[src/rtl/core_mem_arbiter.sv]
// core_mem_arbiter
// Arbitrates an instruction-fetch port and a load/store port onto one shared
// memory request/response channel. Only one memory transaction is in flight
// at a time. Data normally has priority. An instruction request is granted
// once MAX_DSTREAK back-to-back data grants have gone by while it waited.
// A core flush that hits an in-flight fetch is absorbed by dropping that
// fetch's response, so the memory handshake is never abandoned half-way.
module core_mem_arbiter #(
    parameter int ADDR_WIDTH  = 32,
    parameter int DATA_WIDTH  = 32,
    parameter int MAX_DSTREAK = 4
) (
    input  logic                      clk,
    input  logic                      rst,

    // instruction fetch port
    input  logic                      i_req_valid,
    output logic                      i_req_ready,
    input  logic [ADDR_WIDTH-1:0]     i_req_addr,
    input  logic                      i_flush,
    output logic                      i_rsp_valid,
    output logic [DATA_WIDTH-1:0]     i_rsp_data,

    // load/store port
    input  logic                      d_req_valid,
    output logic                      d_req_ready,
    input  logic [ADDR_WIDTH-1:0]     d_req_addr,
    input  logic                      d_req_we,
    input  logic [DATA_WIDTH/8-1:0]   d_req_be,
    input  logic [DATA_WIDTH-1:0]     d_req_wdata,
    output logic                      d_rsp_valid,
    output logic [DATA_WIDTH-1:0]     d_rsp_data,

    // shared memory port
    output logic                      m_req_valid,
    input  logic                      m_req_ready,
    output logic [ADDR_WIDTH-1:0]     m_req_addr,
    output logic                      m_req_we,
    output logic [DATA_WIDTH/8-1:0]   m_req_be,
    output logic [DATA_WIDTH-1:0]     m_req_wdata,
    input  logic                      m_rsp_valid,
    input  logic [DATA_WIDTH-1:0]     m_rsp_data
);

    localparam int BE_W  = DATA_WIDTH / 8;
    localparam int CNT_W = (MAX_DSTREAK < 1) ? 1 : $clog2(MAX_DSTREAK + 1);
    localparam logic [CNT_W-1:0] DSTREAK_MAX = CNT_W'(MAX_DSTREAK);

    localparam logic [1:0] ST_IDLE  = 2'd0;
    localparam logic [1:0] ST_ISSUE = 2'd1;
    localparam logic [1:0] ST_WAIT  = 2'd2;

    // Owner encoding; 0 is the reset value, so a cleared owner reads as fetch.
    localparam logic OWN_I = 1'b0;
    localparam logic OWN_D = 1'b1;

    // Streak counter increment that sticks at MAX_DSTREAK instead of wrapping.
    function automatic logic [CNT_W-1:0] sat_inc(input logic [CNT_W-1:0] v);
        if (v >= DSTREAK_MAX) begin
            return DSTREAK_MAX;
        end
        return v + CNT_W'(1);
    endfunction

    // control state
    logic [1:0]        state;
    logic [1:0]        state_nxt;
    logic              owner;
    logic              owner_nxt;
    logic              drop;
    logic              drop_nxt;
    logic [CNT_W-1:0]  dstreak;
    logic [CNT_W-1:0]  dstreak_nxt;

    // request captured at accept, replayed on the memory port
    logic [ADDR_WIDTH-1:0] req_addr_p1;
    logic                  req_we_p1;
    logic [BE_W-1:0]       req_be_p1;
    logic [DATA_WIDTH-1:0] req_wdata_p1;

    // decoded conditions
    logic is_idle;
    logic is_busy;
    logic i_eligible;
    logic starved;
    logic d_grant;
    logic i_grant;
    logic m_fire;
    logic rsp_fire;
    logic i_deliver;
    logic d_deliver;

    // ---- stage 0: arbitration and handshake decode ----

    // Pick the winner in IDLE; data wins unless a live fetch has been starved.
    always_comb begin
        is_idle    = (state == ST_IDLE);
        is_busy    = (state == ST_ISSUE) || (state == ST_WAIT);
        i_eligible = i_req_valid && !i_flush;
        starved    = i_eligible && (dstreak == DSTREAK_MAX);
        d_grant    = is_idle && d_req_valid && !starved;
        i_grant    = is_idle && i_eligible && !d_grant;
        m_fire     = (state == ST_ISSUE) && m_req_ready;
        rsp_fire   = (state == ST_WAIT) && m_rsp_valid;
        i_deliver  = rsp_fire && (owner == OWN_I) && !drop;
        d_deliver  = rsp_fire && (owner == OWN_D);
    end

    // Walk IDLE -> ISSUE -> WAIT -> IDLE, one transaction at a time.
    always_comb begin
        state_nxt = state;
        case (state)
            ST_IDLE: begin
                if (d_grant || i_grant) begin
                    state_nxt = ST_ISSUE;
                end
            end
            ST_ISSUE: begin
                if (m_fire) begin
                    state_nxt = ST_WAIT;
                end
            end
            ST_WAIT: begin
                if (rsp_fire) begin
                    state_nxt = ST_IDLE;
                end
            end
            default: begin
                state_nxt = ST_IDLE;
            end
        endcase
    end

    // Track owner, the data-grant streak and the flushed-fetch drop flag.
    always_comb begin
        owner_nxt   = owner;
        dstreak_nxt = dstreak;
        drop_nxt    = drop;

        if (d_grant) begin
            owner_nxt = OWN_D;
        end else if (i_grant) begin
            owner_nxt = OWN_I;
        end

        // The streak only grows while a fetch is actually waiting, and any
        // idle cycle with no fetch pending forgets the history.
        if (i_grant) begin
            dstreak_nxt = '0;
        end else if (d_grant && i_req_valid) begin
            dstreak_nxt = sat_inc(dstreak);
        end else if (is_idle && !i_req_valid) begin
            dstreak_nxt = '0;
        end

        // The response that retires the transaction also retires the flag,
        // so a flush landing on that same cycle cannot leak into the next
        // fetch.
        if (rsp_fire) begin
            drop_nxt = 1'b0;
        end else if (is_busy && (owner == OWN_I) && i_flush) begin
            drop_nxt = 1'b1;
        end
    end

    // Drive client and memory ports; reset forces every handshake output low.
    always_comb begin
        i_req_ready = i_grant && !rst;
        d_req_ready = d_grant && !rst;

        m_req_valid = (state == ST_ISSUE) && !rst;
        m_req_addr  = req_addr_p1;
        m_req_we    = req_we_p1;
        m_req_be    = req_be_p1;
        m_req_wdata = req_wdata_p1;

        i_rsp_valid = i_deliver && !rst;
        d_rsp_valid = d_deliver && !rst;
        i_rsp_data  = i_rsp_valid ? m_rsp_data : '0;
        d_rsp_data  = d_rsp_valid ? m_rsp_data : '0;
    end

    // ---- stage 1: registered control and captured request ----

    // Control registers.
    always_ff @(posedge clk) begin
        if (rst) begin
            state   <= ST_IDLE;
            owner   <= OWN_I;
            drop    <= 1'b0;
            dstreak <= '0;
        end else begin
            state   <= state_nxt;
            owner   <= owner_nxt;
            drop    <= drop_nxt;
            dstreak <= dstreak_nxt;
        end
    end

    // Capture the winning request; fetches are always full-word reads.
    always_ff @(posedge clk) begin
        if (rst) begin
            req_addr_p1  <= '0;
            req_we_p1    <= 1'b0;
            req_be_p1    <= '0;
            req_wdata_p1 <= '0;
        end else if (d_grant) begin
            req_addr_p1  <= d_req_addr;
            req_we_p1    <= d_req_we;
            req_be_p1    <= d_req_be;
            req_wdata_p1 <= d_req_wdata;
        end else if (i_grant) begin
            req_addr_p1  <= i_req_addr;
            req_we_p1    <= 1'b0;
            req_be_p1    <= '1;
            req_wdata_p1 <= '0;
        end
    end

    // ---- structural invariants ----

    a_rsp_exclusive : assert property (@(posedge clk)
        !(i_rsp_valid && d_rsp_valid));

    a_ready_only_idle : assert property (@(posedge clk) disable iff (rst)
        (state != ST_IDLE) |-> !(i_req_ready || d_req_ready));

    a_single_winner : assert property (@(posedge clk)
        !(i_req_ready && d_req_ready));

    a_state_legal : assert property (@(posedge clk) disable iff (rst)
        state != 2'd3);

    a_drop_is_fetch : assert property (@(posedge clk) disable iff (rst)
        drop |-> (owner == OWN_I));

    a_req_stable : assert property (@(posedge clk) disable iff (rst)
        (m_req_valid && !m_req_ready) |=>
            ($stable(m_req_addr) && $stable(m_req_we) &&
             $stable(m_req_be) && $stable(m_req_wdata)));

endmodule
[config.mk]
export PLATFORM = sky130hd
export DESIGN_NAME = core_mem_arbiter
export DESIGN_NICKNAME = d
export VERILOG_FILES = /design/src/rtl/core_mem_arbiter.sv
export SDC_FILE = /design/constraint.sdc
export NUM_CORES = 1
export LEC_CHECK = 0
export CAP_MARGIN = 10
export CELL_PAD_IN_SITES_DETAIL_PLACEMENT = 0
export CELL_PAD_IN_SITES_GLOBAL_PLACEMENT = 2
export CORE_UTILIZATION = 19
export CTS_CLUSTER_SIZE = 30
export DETAILED_ROUTE_END_ITERATION = 10
export HOLD_SLACK_MARGIN = 0.05
export PLACE_DENSITY_LB_ADDON = 0.1
export SLEW_MARGIN = 10
export SYNTH_ARGS = -nofsm -noshare
export SYNTH_HDL_FRONTEND = slang
export SYNTH_SLANG_ARGS = --single-unit
export TNS_END_PERCENT = 10
[constraint.sdc]
create_clock -name clk -period 5.1 [get_ports clk]
set_input_delay 1.02 -clock clk [delete_from_list [all_inputs] [get_ports clk]]
set_output_delay 1.02 -clock clk [all_outputs]
set_load 0.03 [all_outputs]
After elaboration in Yosys (flattened, before gate mapping)
Cells that the tools add are included.
W data, S select, Z words.
Word-level totals
  register bits: 76
  latch bits: 0
  memory bits (writable): 0
  memory bits (read-only): 0
  output and inout port bits: 138
  logic and storage cells: 73
  memories kept: 0
Operators by class
  add/sub/neg operators: 1
  multiply operators: 0
  divide/modulo/power cells: 0
  $lt $le $gt $ge: 1
  equal/unequal tests: 6
  shifts and indexed selects: 0
  mux-type cells: 22
  bitwise gates (word level): 1
  reductions and logical operators: 34
Operator list (number)
  $mux W32: 6
  $logic_and A1 B1 Y1: 20
  $mux W3: 4
  $mux W4: 2
  $logic_not A1 Y1: 6
  $mux W1: 6
  $mux W2: 3
  $pmux W2 S3: 1
  $ne A2 B2 Y1 const B: 2
  $reduce_bool A2 Y1: 2
  $reduce_or A2 Y1: 2
  $add A3 B1 Y3 const B: 1
  $eq A3 B3 Y1 const B: 1
  $ge A3 B3 Y1 const B: 1
  $reduce_and A3 Y1: 1
  $eq A2 B1 Y1 const B: 1
  $eq A2 B2 Y1 const B: 1
  $logic_not A2 Y1: 1
  $logic_or A1 B1 Y1: 2
  $ne A2 B1 Y1 const B: 1
  $not A1 Y1: 1

Logic depth before layout (Yosys ltp)
  depth after elaboration: 10
  mapped depth: 8
  depth with buffers taken out: 6

Least setup slack after synthesis
OpenSTA, ideal clock, no wires.
  kind: input port to output port
  start: in rst
  end: out i_rsp_data[22]
  arrival time: 2.324 ns
  path slack: 1.756 ns
  stages on the path: 4
  buffers on the path: 2
  cells stage by stage: buf_2 nor4_2 clkbuf_1 and2_1
On the way
  longest elaborated chain between the ends: 3
RTL lines
  from (decl): line 14  | input logic rst,
  $logic_not A1 Y1: line 177  | i_rsp_valid = i_deliver && !rst;
  $logic_and A1 B1 Y1: line 177
  named net i_rsp_valid: line 21  | output logic i_rsp_valid,
  $mux W32: line 179  | i_rsp_data = i_rsp_valid ? m_rsp_data : '0;
  to (decl): line 22  | output logic [DATA_WIDTH-1:0] i_rsp_data,
The timed path passes the listed nets, and every way through them passes these cells.

Final worst setup path
  start: in m_rsp_valid
  end: out i_rsp_data[0]
On the way
  longest elaborated chain between the ends: 5
RTL lines
  from (decl): line 41  | input logic m_rsp_valid,
  $logic_and A1 B1 Y1: line 104  | rsp_fire = (state == ST_WAIT) && m_rsp_valid;
  $logic_and A1 B1 Y1 (2 in series): line 105  | i_deliver = rsp_fire && (owner == OWN_I) && !drop;
  $logic_and A1 B1 Y1: line 177
  $mux W32: line 179
Every way passes these cells.

==> flow_metrics.tcl <==
set metrics [dict create \
    outcome "finished clean" \
    swShare 0.412 \
    clkLatencyLatePin_ps 350 \
    setup_tns_ps 0 \
    start_util 0.195 \
    placed_cells 941 \
    grt_pass1_wl_mm 22.8 \
    hold_path.class "reg -> reg" \
    layout_common_cells "276 x clkdlybuf4s50_1, 76 x dfxtp_1, 75 x nor2_1" \
    finalNetCount 834 \
    p_total_w 0.00292 \
    crit_required_ps 4080 \
    top_usage_layer "met2" \
    synth_cells 431 \
    netlist_area_sq_um 3840 \
    maxCapViolCount 0 \
    clock_path_buffers 2 \
    critPathTopFamily "buffers and inverters" \
    core_sq_um 19700 \
    fin_area_sq_um 7100 \
    die_area_sq_um 20800 \
    slew_headroom 0.349 \
    dpl_cell_area_sq_um 6790 \
    via_per_inst 4.21 \
    drtAntennaViolNets 0 \
    ys_ff_latch 76 \
    setup_viol 0 \
    yosys_warnings 0 \
    cts_setup_buffers 0 \
    fp.dieH_microns 144 \
    power_density_nw_per_um2 412 \
    p_leak_nw 2.58 \
    final_core_util 0.361 \
    cts_hold_buf 0 \
    hold_viol 0 \
    grt-ovfl-total 0 \
    worstSetupPathType "in -> out" \
    pwr-share-clk 0.234 \
    drcViolationCount 0 \
    crit_top_cell "clkdlybuf4s50_1" \
    root_buffer "clkbuf_16" \
    fin_cells 957 \
    drt-wirelength-per-cell_microns 16.2 \
    drt-total-wl_mm 15.5 \
    seqPwrFrac 0.279 \
    ios 278 \
    clkTransAtPathRegs_ps 60 \
    p_int_w 0.00172 \
    start_kind "input port" \
    rows 51 \
    regArea_sq_um 1520 \
    h-tree-depth 3 \
    port_buffers 277 \
    grt_usage 0.146 \
    seq_area_frac_synth 0.396 \
    skew_ps 7.63 \
    filler_cell_count 2083 \
    p_comb_frac 0.487 \
    ir_worst_vdd_mv 0.193 \
    cts-resized-gates 0 \
    crit_fanout 33 \
    synth.avg_cell_area_sq_um 8.90 \
    multi_input_comb_area_sq_um 2080 \
    async_flop_share 0 \
    fin_crit_sh 0.779 \
    worst_pin_slew_ps 976 \
    cts_buffers 9 \
    drv_slew 0 \
    synth_edf_count 0 \
    globalRouteMet2Util 0.264 \
    fin_crit_ps 3970 \
    grtUsageMet3 0.0550 \
    timing.fmax_mhz 252 \
    ys_types 36 \
    drive_above_1_share 0.129 \
    yosys_most_used_dff "dfxtp_1" \
    cts_tree "yes" \
    path_cells "clkdlybuf4s50_1 -> nand2_1 -> nor4_4 -> buf_4 -> and2_1 -> clkdlybuf4s50_1" \
    clock_sinks 76 \
    cp_slowest_stage_delay_ps 700 \
    hpwl_mm 11.3 \
    worst_setup_path_end_kind "primary output" \
    grt_pass1_vias 4068 \
    cp.arrival_ps 2950 \
    critPathBufInv 3 \
    vias 4026 \
    drt_iter0_drc 143 \
    grt_max_degree 67 \
    die_w_microns 144 \
    dr.pass1.iters 4 \
    area_growth_syn_to_layout_pct 84.9 \
    synth_fp_nets 578 \
    crit_slowest_cell "clkdlybuf4s50_1" \
    rsz0062_at_grt "false" \
    final_common_cell "clkdlybuf4s50_1" \
    grt_use_met1 0.154 \
    p_switching_w 0.00120 \
    antenna_found_initial 0 \
    gp_congestion 0.738 \
    antenna_cells 0 \
]
-- cells in the mapped netlist, types with 7 or more instances --
| cell type | n | area (sq um) |
|---|---|---|
| and2_1 | 64 | 400 |
| a211oi_2 | 26 | 325 |
| buf_2 | 11 | 55.1 |
| a22oi_1 | 13 | 97.6 |
| a21oi_1 | 24 | 120 |
| buf_4 | 7 | 52.6 |
| nand2_1 | 36 | 135 |
| a211oi_1 | 8 | 60.1 |
| nor2_1 | 75 | 282 |
| clkbuf_1 | 13 | 48.8 |
| a21oi_2 | 10 | 87.6 |
| a22oi_2 | 20 | 250 |
| dfxtp_1 | 76 | 1520 |
| ha_1 | 7 | 87.6 |
-- power by group through the flow --
stage	sequential (W)	clock, W	combinational [W]
after floorplan	0.00107	0	0.000683
after global placement	0.000824	0	0.00145
after detailed placement	0.000829	0	0.00145
after CTS	0.000819	0.000716	0.00146
after global routing	0.000836	0.000733	0.00154
final	0.000817	0.000683	0.00142
-- kinds of logic (layout without fill, tap and decap cells) --
kind of cell               after synthesis  in the layout  synth area share
buffers and inverters                   45            306            0.0662
and+or+nand+nor                        187            187             0.240
DFF                                     76             76             0.396
adders and majority gates                7              7            0.0228
AOI/OAI and AO/OA                      114            114             0.269
muxes                                    2              2           0.00522
-- state kept, by name (all words and copies together), names as in the netlist --
signal and cells:
drop 1, dstreak 3, state 2, m_req_wdata 32, m_req_addr 32, m_req_we 1, owner 1, m_req_be 4
-- worst register-to-register path, stage by stage, from the launching register on --
cell and delay [ps]:
dfxtp_1 330, inv_1 120, ha_1 480, and3_4 920, a21oi_1 290, a211oi_2 260
-- per-layer routing --
metal	up-vias	wire length [microns]
li1	1981	-
met1	1878	5810
met2	151	7940
met3	16	1490
met4	0	251
met5	-	0
-- layout make-up --
type,instances,area share
Clock buffer,10,0.0337
Clock inverter,6,0.0100
Inverter,7,0.00370
Multi-Input combinational cell,310,0.293
Sequential cell,76,0.214
Tap cell,265,0.0467
Timing Repair Buffer,283,0.398
-- through the flow --
step                      setup WS (ps)  hold WS [ps]
final                              1130           494
after global placement             1110           474
after detailed placement           1100           479
after floorplan                    1760           472
after CTS                          1100           497
after global routing               1010           508
-- worst paths after layout --
check | startpoint | end | slack [ps] | cells after the start
setup / recovery | m_rsp_valid | i_rsp_data[0] | 1130 | 6
hold / removal | m_req_be[3] | m_req_be[3] | 490 | 2
setup reg to reg | state[1] | m_req_addr[26] | 2620 | 5
hold reg to reg | m_req_be[3] | m_req_be[3] | 490 | 2
No activity file was read; power rests on OpenSTA's default activity.
